**config.mk**
```make
export PLATFORM = sky130hd
export DESIGN_NAME = load_store_unit
export DESIGN_NICKNAME = d
export VERILOG_FILES = /design/src/rtl/load_store_unit.sv
export SDC_FILE = /design/constraint.sdc
export NUM_CORES = 1
export LEC_CHECK = 0
export CORE_UTILIZATION = 48
export DETAILED_ROUTE_END_ITERATION = 10
export DONT_BUFFER_PORTS = 1
export SYNTH_ARGS = -nofsm -noshare
export SYNTH_HDL_FRONTEND = slang
export SYNTH_SLANG_ARGS = --single-unit
```
**constraint.sdc**
```tcl
create_clock -name clk -period 6.3 [get_ports clk]
set_clock_uncertainty 0.05 [all_clocks]
set_input_delay 0.945 -clock clk [delete_from_list [all_inputs] [get_ports clk]]
set_output_delay 0.945 -clock clk [all_outputs]
set_load 0.005 [all_outputs]
```
**src/rtl/load_store_unit.sv**
```systemverilog
// Load/store unit between the execute stage and a word-addressed, registered-read data memory.
// Handles byte/halfword extraction on loads and read-modify-write for SB/SH.
module load_store_unit #(
   parameter int MEM_WORDS = 32
) (
   input  logic        clk,
   input  logic        rst,
   input  logic        req_valid,
   output logic        req_ready,
   input  logic        req_we,
   input  logic [2:0]  req_funct3,
   input  logic [31:0] req_addr,
   input  logic [31:0] req_wdata,
   output logic        rsp_valid,
   output logic [31:0] rsp_rdata,
   output logic        rsp_err,
   output logic [31:0] mem_A,
   output logic [31:0] mem_WD,
   output logic        mem_WE,
   input  logic [31:0] mem_RD
);

   typedef enum logic [1:0] {
      IDLE   = 2'd0,
      ACCESS = 2'd1,
      MERGE  = 2'd2,
      RESP   = 2'd3
   } state_t;

   state_t      state;
   logic        we_r;
   logic [2:0]  funct3_r;
   logic [31:0] addr_r;
   logic [31:0] wdata_r;
   logic        err_r;
   logic [31:0] wd_r;

   function automatic logic req_error(input logic we, input logic [2:0] f3, input logic [31:0] addr);
      logic illegal;
      logic misaligned;
      logic out_of_range;
      illegal      = we ? (f3 >= 3'd3) : ((f3 == 3'd3) || (f3 >= 3'd6));
      misaligned   = ((f3[1:0] == 2'd1) && addr[0]) ||
                     ((f3[1:0] == 2'd2) && (addr[1:0] != 2'b00));
      out_of_range = ({2'b00, addr[31:2]} >= 32'(MEM_WORDS));
      return illegal | misaligned | out_of_range;
   endfunction

   function automatic logic [31:0] load_extend(input logic [31:0] rd, input logic [2:0] f3,
                                               input logic [1:0] lane);
      logic [7:0]  b;
      logic [15:0] h;
      logic [31:0] res;
      case (lane)
         2'd0:    b = rd[7:0];
         2'd1:    b = rd[15:8];
         2'd2:    b = rd[23:16];
         2'd3:    b = rd[31:24];
         default: b = 8'd0;
      endcase
      h = lane[1] ? rd[31:16] : rd[15:0];
      case (f3)
         3'd0:    res = {{24{b[7]}}, b};
         3'd4:    res = {24'd0, b};
         3'd1:    res = {{16{h[15]}}, h};
         3'd5:    res = {16'd0, h};
         3'd2:    res = rd;
         default: res = 32'd0;
      endcase
      return res;
   endfunction

   function automatic logic [31:0] store_merge(input logic [31:0] old, input logic [31:0] wd,
                                               input logic [2:0] f3, input logic [1:0] lane);
      logic [31:0] res;
      res = old;
      if (f3 == 3'd0) begin
         case (lane)
            2'd0:    res[7:0]   = wd[7:0];
            2'd1:    res[15:8]  = wd[7:0];
            2'd2:    res[23:16] = wd[7:0];
            2'd3:    res[31:24] = wd[7:0];
            default: res = old;
         endcase
      end else if (lane[1]) begin
         res[31:16] = wd[15:0];
      end else begin
         res[15:0] = wd[15:0];
      end
      return res;
   endfunction

   assign req_ready = (state == IDLE);
   assign rsp_valid = (state == RESP);
   assign rsp_err   = (state == RESP) && err_r;
   assign rsp_rdata = ((state == RESP) && !we_r && !err_r) ?
                      load_extend(mem_RD, funct3_r, addr_r[1:0]) : 32'd0;
   // In MERGE the old word only arrives this cycle, so the merged write data is formed from mem_RD directly.
   assign mem_WD    = (state == MERGE) ? store_merge(mem_RD, wdata_r, funct3_r, addr_r[1:0]) : wd_r;

   // Request FSM with registered memory address, write enable and full-word write data.
   always_ff @(posedge clk or posedge rst) begin
      if (rst) begin
         state    <= IDLE;
         we_r     <= 1'b0;
         funct3_r <= 3'd0;
         addr_r   <= 32'd0;
         wdata_r  <= 32'd0;
         err_r    <= 1'b0;
         wd_r     <= 32'd0;
         mem_A    <= 32'd0;
         mem_WE   <= 1'b0;
      end else begin
         case (state)
            IDLE: begin
               if (req_valid) begin
                  we_r     <= req_we;
                  funct3_r <= req_funct3;
                  addr_r   <= req_addr;
                  wdata_r  <= req_wdata;
                  if (req_error(req_we, req_funct3, req_addr)) begin
                     err_r <= 1'b1;
                     state <= RESP;
                  end else begin
                     err_r  <= 1'b0;
                     state  <= ACCESS;
                     mem_A  <= {2'b00, req_addr[31:2]};
                     mem_WE <= req_we && (req_funct3 == 3'd2);
                     wd_r   <= (req_we && (req_funct3 == 3'd2)) ? req_wdata : 32'd0;
                  end
               end else begin
                  state <= IDLE;
               end
            end
            ACCESS: begin
               wd_r <= 32'd0;
               if (we_r && (funct3_r != 3'd2)) begin
                  state  <= MERGE;
                  mem_WE <= 1'b1;
               end else begin
                  state  <= RESP;
                  mem_WE <= 1'b0;
                  mem_A  <= 32'd0;
               end
            end
            MERGE: begin
               state  <= RESP;
               mem_WE <= 1'b0;
               mem_A  <= 32'd0;
            end
            RESP: begin
               state <= IDLE;
            end
            default: begin
               state  <= IDLE;
               mem_WE <= 1'b0;
               mem_A  <= 32'd0;
               wd_r   <= 32'd0;
            end
         endcase
      end
   end

endmodule

```
# Word level (Yosys, flattened, before mapping)
# Index checks and enable logic that the tools add are counted.
[classes]
magnitude_cmp = 3
n_eq_ne = 18
mux = 30
n_bitwise = 2
reduce_logical = 21
[op_table]
columns = ["op", "n"]
rows = [
  ["$mux W32", 9],
  ["$pmux W32 S5", 1],
  ["$pmux W32 S3", 1],
  ["$pmux W32 S2", 1],
  ["$mux W16", 3],
  ["$mux W8", 4],
  ["$pmux W8 S4", 1],
  ["$ge A30 B6 Y1 const B", 1],
  ["$eq A2 B2 Y1 const B", 5],
  ["$eq A3 B2 Y1 const B", 3],
  ["$pmux W2 S4", 1],
  ["$logic_and A1 B1 Y1", 7],
  ["$eq A2 B1 Y1 const B", 3],
  ["$eq A3 B3 Y1 const B", 2],
  ["$mux W1", 6],
  ["$ne A2 B2 Y1 const B", 3],
  ["$reduce_and A3 Y1", 2],
  ["$logic_not A2 Y1", 2],
  ["$mux W2", 2],
  ["$reduce_and A4 Y1", 1],
  ["$reduce_bool A2 Y1", 2],
  ["$eq A3 B1 Y1 const B", 1],
  ["$ge A3 B2 Y1 const B", 1],
  ["$ge A3 B3 Y1 const B", 1],
  ["8 further kinds", 11],
]
[totals]
reg_bits = 90
in_bits = 103
out_inout_bits = 100
word_cells = 83

# Longest topological paths before layout
[logic_depth]
word_depth = 8
ltp_mapped = 7
mapped_depth_nobuf = 6

# Least setup slack after synthesis
# OpenSTA, ideal clock, no wires.
[synth_timing]
path_kind = "input port to output port"
start = "in mem_RD[31]"
end = "out rsp_rdata[21]"
arrival_ns = 2.132
setup_slack_ns = 3.173
stages = 5
cell_sequence = "mux4_2 > nand2_1 > o21a_1 > buf_2 > a21oi_1"
[synth_via]
elab_chain_len = 3
elab_cells_between_ends = 4
classes_between = "4 x mux"
[synth_lines]
columns = ["item", "line_no", "source"]
rows = [
  ["from (decl)", "20", "input logic [31:0] mem_RD"],
  ["$pmux W8 S4 or $mux W16 (tied branches)", "54, 61", ""],
  ["$pmux W32 S5 (*)", "62", "case (f3)"],
  ["$mux W32 (*)", "96", "assign rsp_rdata = ((state == RESP) && !we_r && !err_r) ?"],
  ["to (decl)", "15", "output logic [31:0] rsp_rdata,"],
]
# Mark *: on every way between the ends. The rest lies on a longest branch, timed or not.

# Worst setup path after layout
[layout_timing]
start = "reg addr_r[0]"
end = "out rsp_rdata[30]"
[layout_via]
elab_chain_len = 4
elab_cells_between_ends = 7
classes_between = "3 x eq/ne; 3 x mux; 1 x reduce/logical"
[layout_lines]
columns = ["item", "line_no", "source"]
rows = [
  ["from (decl)", "33", "logic [31:0] addr_r;"],
  ["from (signal assigned)", "119", "addr_r <= req_addr;"],
  ["$eq A2 B2 Y1 (tied with other cells)", "54", "case (lane)"],
  ["$pmux W8 S4 (*)", "54", ""],
  ["$pmux W32 S5 (*)", "62", ""],
  ["$mux W32 (*)", "96", ""],
]
# Marked as above.

==> flow_summary.ini <==
[pwr]
power_density_mw_per_mm2 = 456
finalPower_mw = 2.68
ir_drop_uv = 174
cellLeakagePower_nw = 2.30

[placement]
place_ws_ps = 2850
globalplace.congestion = 0.926
placed_cells = 724
io_buffers = 0
hpwl_mm = 12.5

[sta]
slew-limit-headroom_pct = 18.7
max_freq_mhz = 265
final_max_slew_viol_count = 0
worst_slew_pin_slew_ps = 1220
setup_ws_ps = 2520
fin_crit_sh_pct = 60.0
grt_setup_unrepaired = no
period_needed_ps = 3780
finalSetupViolCount = 0
setup_tns_ps = 0
hold_violations = 0
whs_ps = 466

[synth]
synth_warnings = 0
yosys-top-cells-area = dfrtp_1, mux2i_1, nand2_1
yosysUniqueCellTypes = 52
yosysTopAreaCell = dfrtp_1
ys_seq_elements = 88
async_flop_share_pct = 100
synth-edff-count = 0
yosysTopAreaCellShare_pct = 39.6
ys_seq_area_share_pct = 39.6
synth-main-ff-cell = dfrtp_1
syn_inst = 621
syn_area_sq_mm = 0.00556
avgSynthCellArea_sq_um = 8.96

[layout]
drive_gt1_share_pct = 11.8
mostFrequentLayoutCells = nand2_1, dfrtp_1, a21oi_1, mux2i_1, nand2b_1
instances_no_fill = 740
finalNetCount = 702
syn_to_final_growth_pct = 5.91
num_antenna_cells = 0
final_common_cell = nand2_1

[global_route]
grt_start_max_net_pins = 55
track_usage_pct = 28.5
grt_pass1_wl_mm = 25.4
antenna_found_initial = 0
grt_pass1_vias = 4644
overflow = 0

[floorplanning]
fp.dieH_um = 110
die_w_um = 110
ioPinCount = 203
design.die.area_sq_mm = 0.0120
start_util_pct = 50.2
core_sq_mm = 0.0111
rows = 38

[routing]
drtAntennaViolNets = 0
firstDrtPassIters = 5
wl_per_cell_um = 23.0
vias = 4731
drtIter0Drc = 360
vias_per_cell = 6.39
routed_wl_mm = 17.0
drc_errors = 0

[clock_tree]
ctsResizeCount = 0
cts_tree = built
clockBufferDepth = 2
clock_sinks = 88
insertion_delay_ps = 340
cts_made_buffers = 9
cts_setup_buffers = 0
clkTransAtPathRegs_ps = 60
ctsHoldBuffers = 0
clockRootBuffer = clkbuf_16
htreeDepth = 3

[setup_path]
crit_path_max_fanout = 21
start_kind = flop
reg2reg_depth = 7
worstPathArrival_ps = 2790
worst_ep_required_time_ps = 5300
r2r_start = state[0]$_DFF_PP0_
crit_path_end_kind = output port
worst-r2r-setup-slack_ps = 3720
reg2reg_to = mem_A[21]$_DFFE_PP0P_
critical_path_class = flop to output port

[hold_path]
hold_depth = 1
min_from = wdata_r[12]$_DFFE_PP0P_
min_to = wdata_r[12]$_DFFE_PP0P_
hold_path_class = flop to flop

[flow_run]
maxCapViolations = 0

[outcome]
status = finished clean
[cell type report]
type | instances | area (sq um)
clock inverter | 3 | 17.5
tap | 140 | 175
sequential | 88 | 2200
inverter | 28 | 106
timing repair buffer | 11 | 82.6
fill | 1042 | 5180
clock buffer | 13 | 250
multi-input combinational | 457 | 3060
[power breakdown]
part           switching [mW]  internal, mW  total [mW]
clock                   0.223         0.278       0.500
sequential              0.169         0.719       0.887
combinational           0.811         0.486        1.30
total                    1.20          1.48        2.68
[how the worst max path moves through the flow]
| stage | from | to | slack (ps) | cells after the start |
|---|---|---|---|---|
| floorplan | rst | addr_r[0]$_DFFE_PP0P_ | 3030 | 1 |
| global placement | mem_RD[31] | rsp_rdata[21] | 2890 | 4 |
| detailed placement | mem_RD[31] | rsp_rdata[21] | 2850 | 4 |
| CTS | addr_r[0]$_DFFE_PP0P_ | rsp_rdata[21] | 2560 | 4 |
| global route | addr_r[0]$_DFFE_PP0P_ | rsp_rdata[27] | 2310 | 4 |
| finish | addr_r[0]$_DFFE_PP0P_ | rsp_rdata[30] | 2520 | 4 |
[logic make-up (layout without fill, tap and decap cells)]
logic type / count (synthesis) / after routing / synth area share, %
DFF: 88 / 88 / 39.6
muxes: 87 / 87 / 16.6
other: 1 / 2 / 0.0674
buffers and inverters: 77 / 55 / 5.91
and+or+nand+nor: 204 / 204 / 18.3
adders and majority gates: 4 / 4 / 0.900
AOI/OAI and AO/OA: 160 / 160 / 18.7
[cells in the mapped netlist (all sizes together), types with 5 or more instances]
cell,count
o21ai,20
o22ai,30
clkbuf,33
o221a,7
nor4,7
o32ai,5
dfrtp,88
nand2b,31
inv,28
buf,16
nand2,115
nor2,26
o221ai,16
mux2i,56
mux2,30
a21oi,59
nor3,11
a22oi,7
[registers in the layout (all words and copies together), names as in the netlist]
signal and flops:
funct3_r 3, state 2, we_r 1, wdata_r 16
err_r 1, mem_A 30, mem_WE 1, addr_r 2
wd_r 32
[stage by stage]
stage | area, sq um | util, %
floorplan | 5570 | -
global placement | 5630 | 50.8
detailed placement | 5630 | 50.8
CTS | 5890 | 53.2
global route | 5890 | 53.2
finish | 5890 | 53.2
[worst max-delay path, cell delays in order, from the launching register on]
cell and delay, ps:
dfrtp_1 760, mux4_2 600, nand2_1 310, o21a_1 600, a21oi_1 180
[routing by layer]
metal	share of wire (%)	vias up	global-route usage (%)
met2	50	233	50.3
met5	0	-	0
met3	9.1	26	7.23
met4	2.2	0	8.95
met1	39	2310	34.0
li1	-	2162	-
Note: power is estimated with default switching activity, not from simulation.
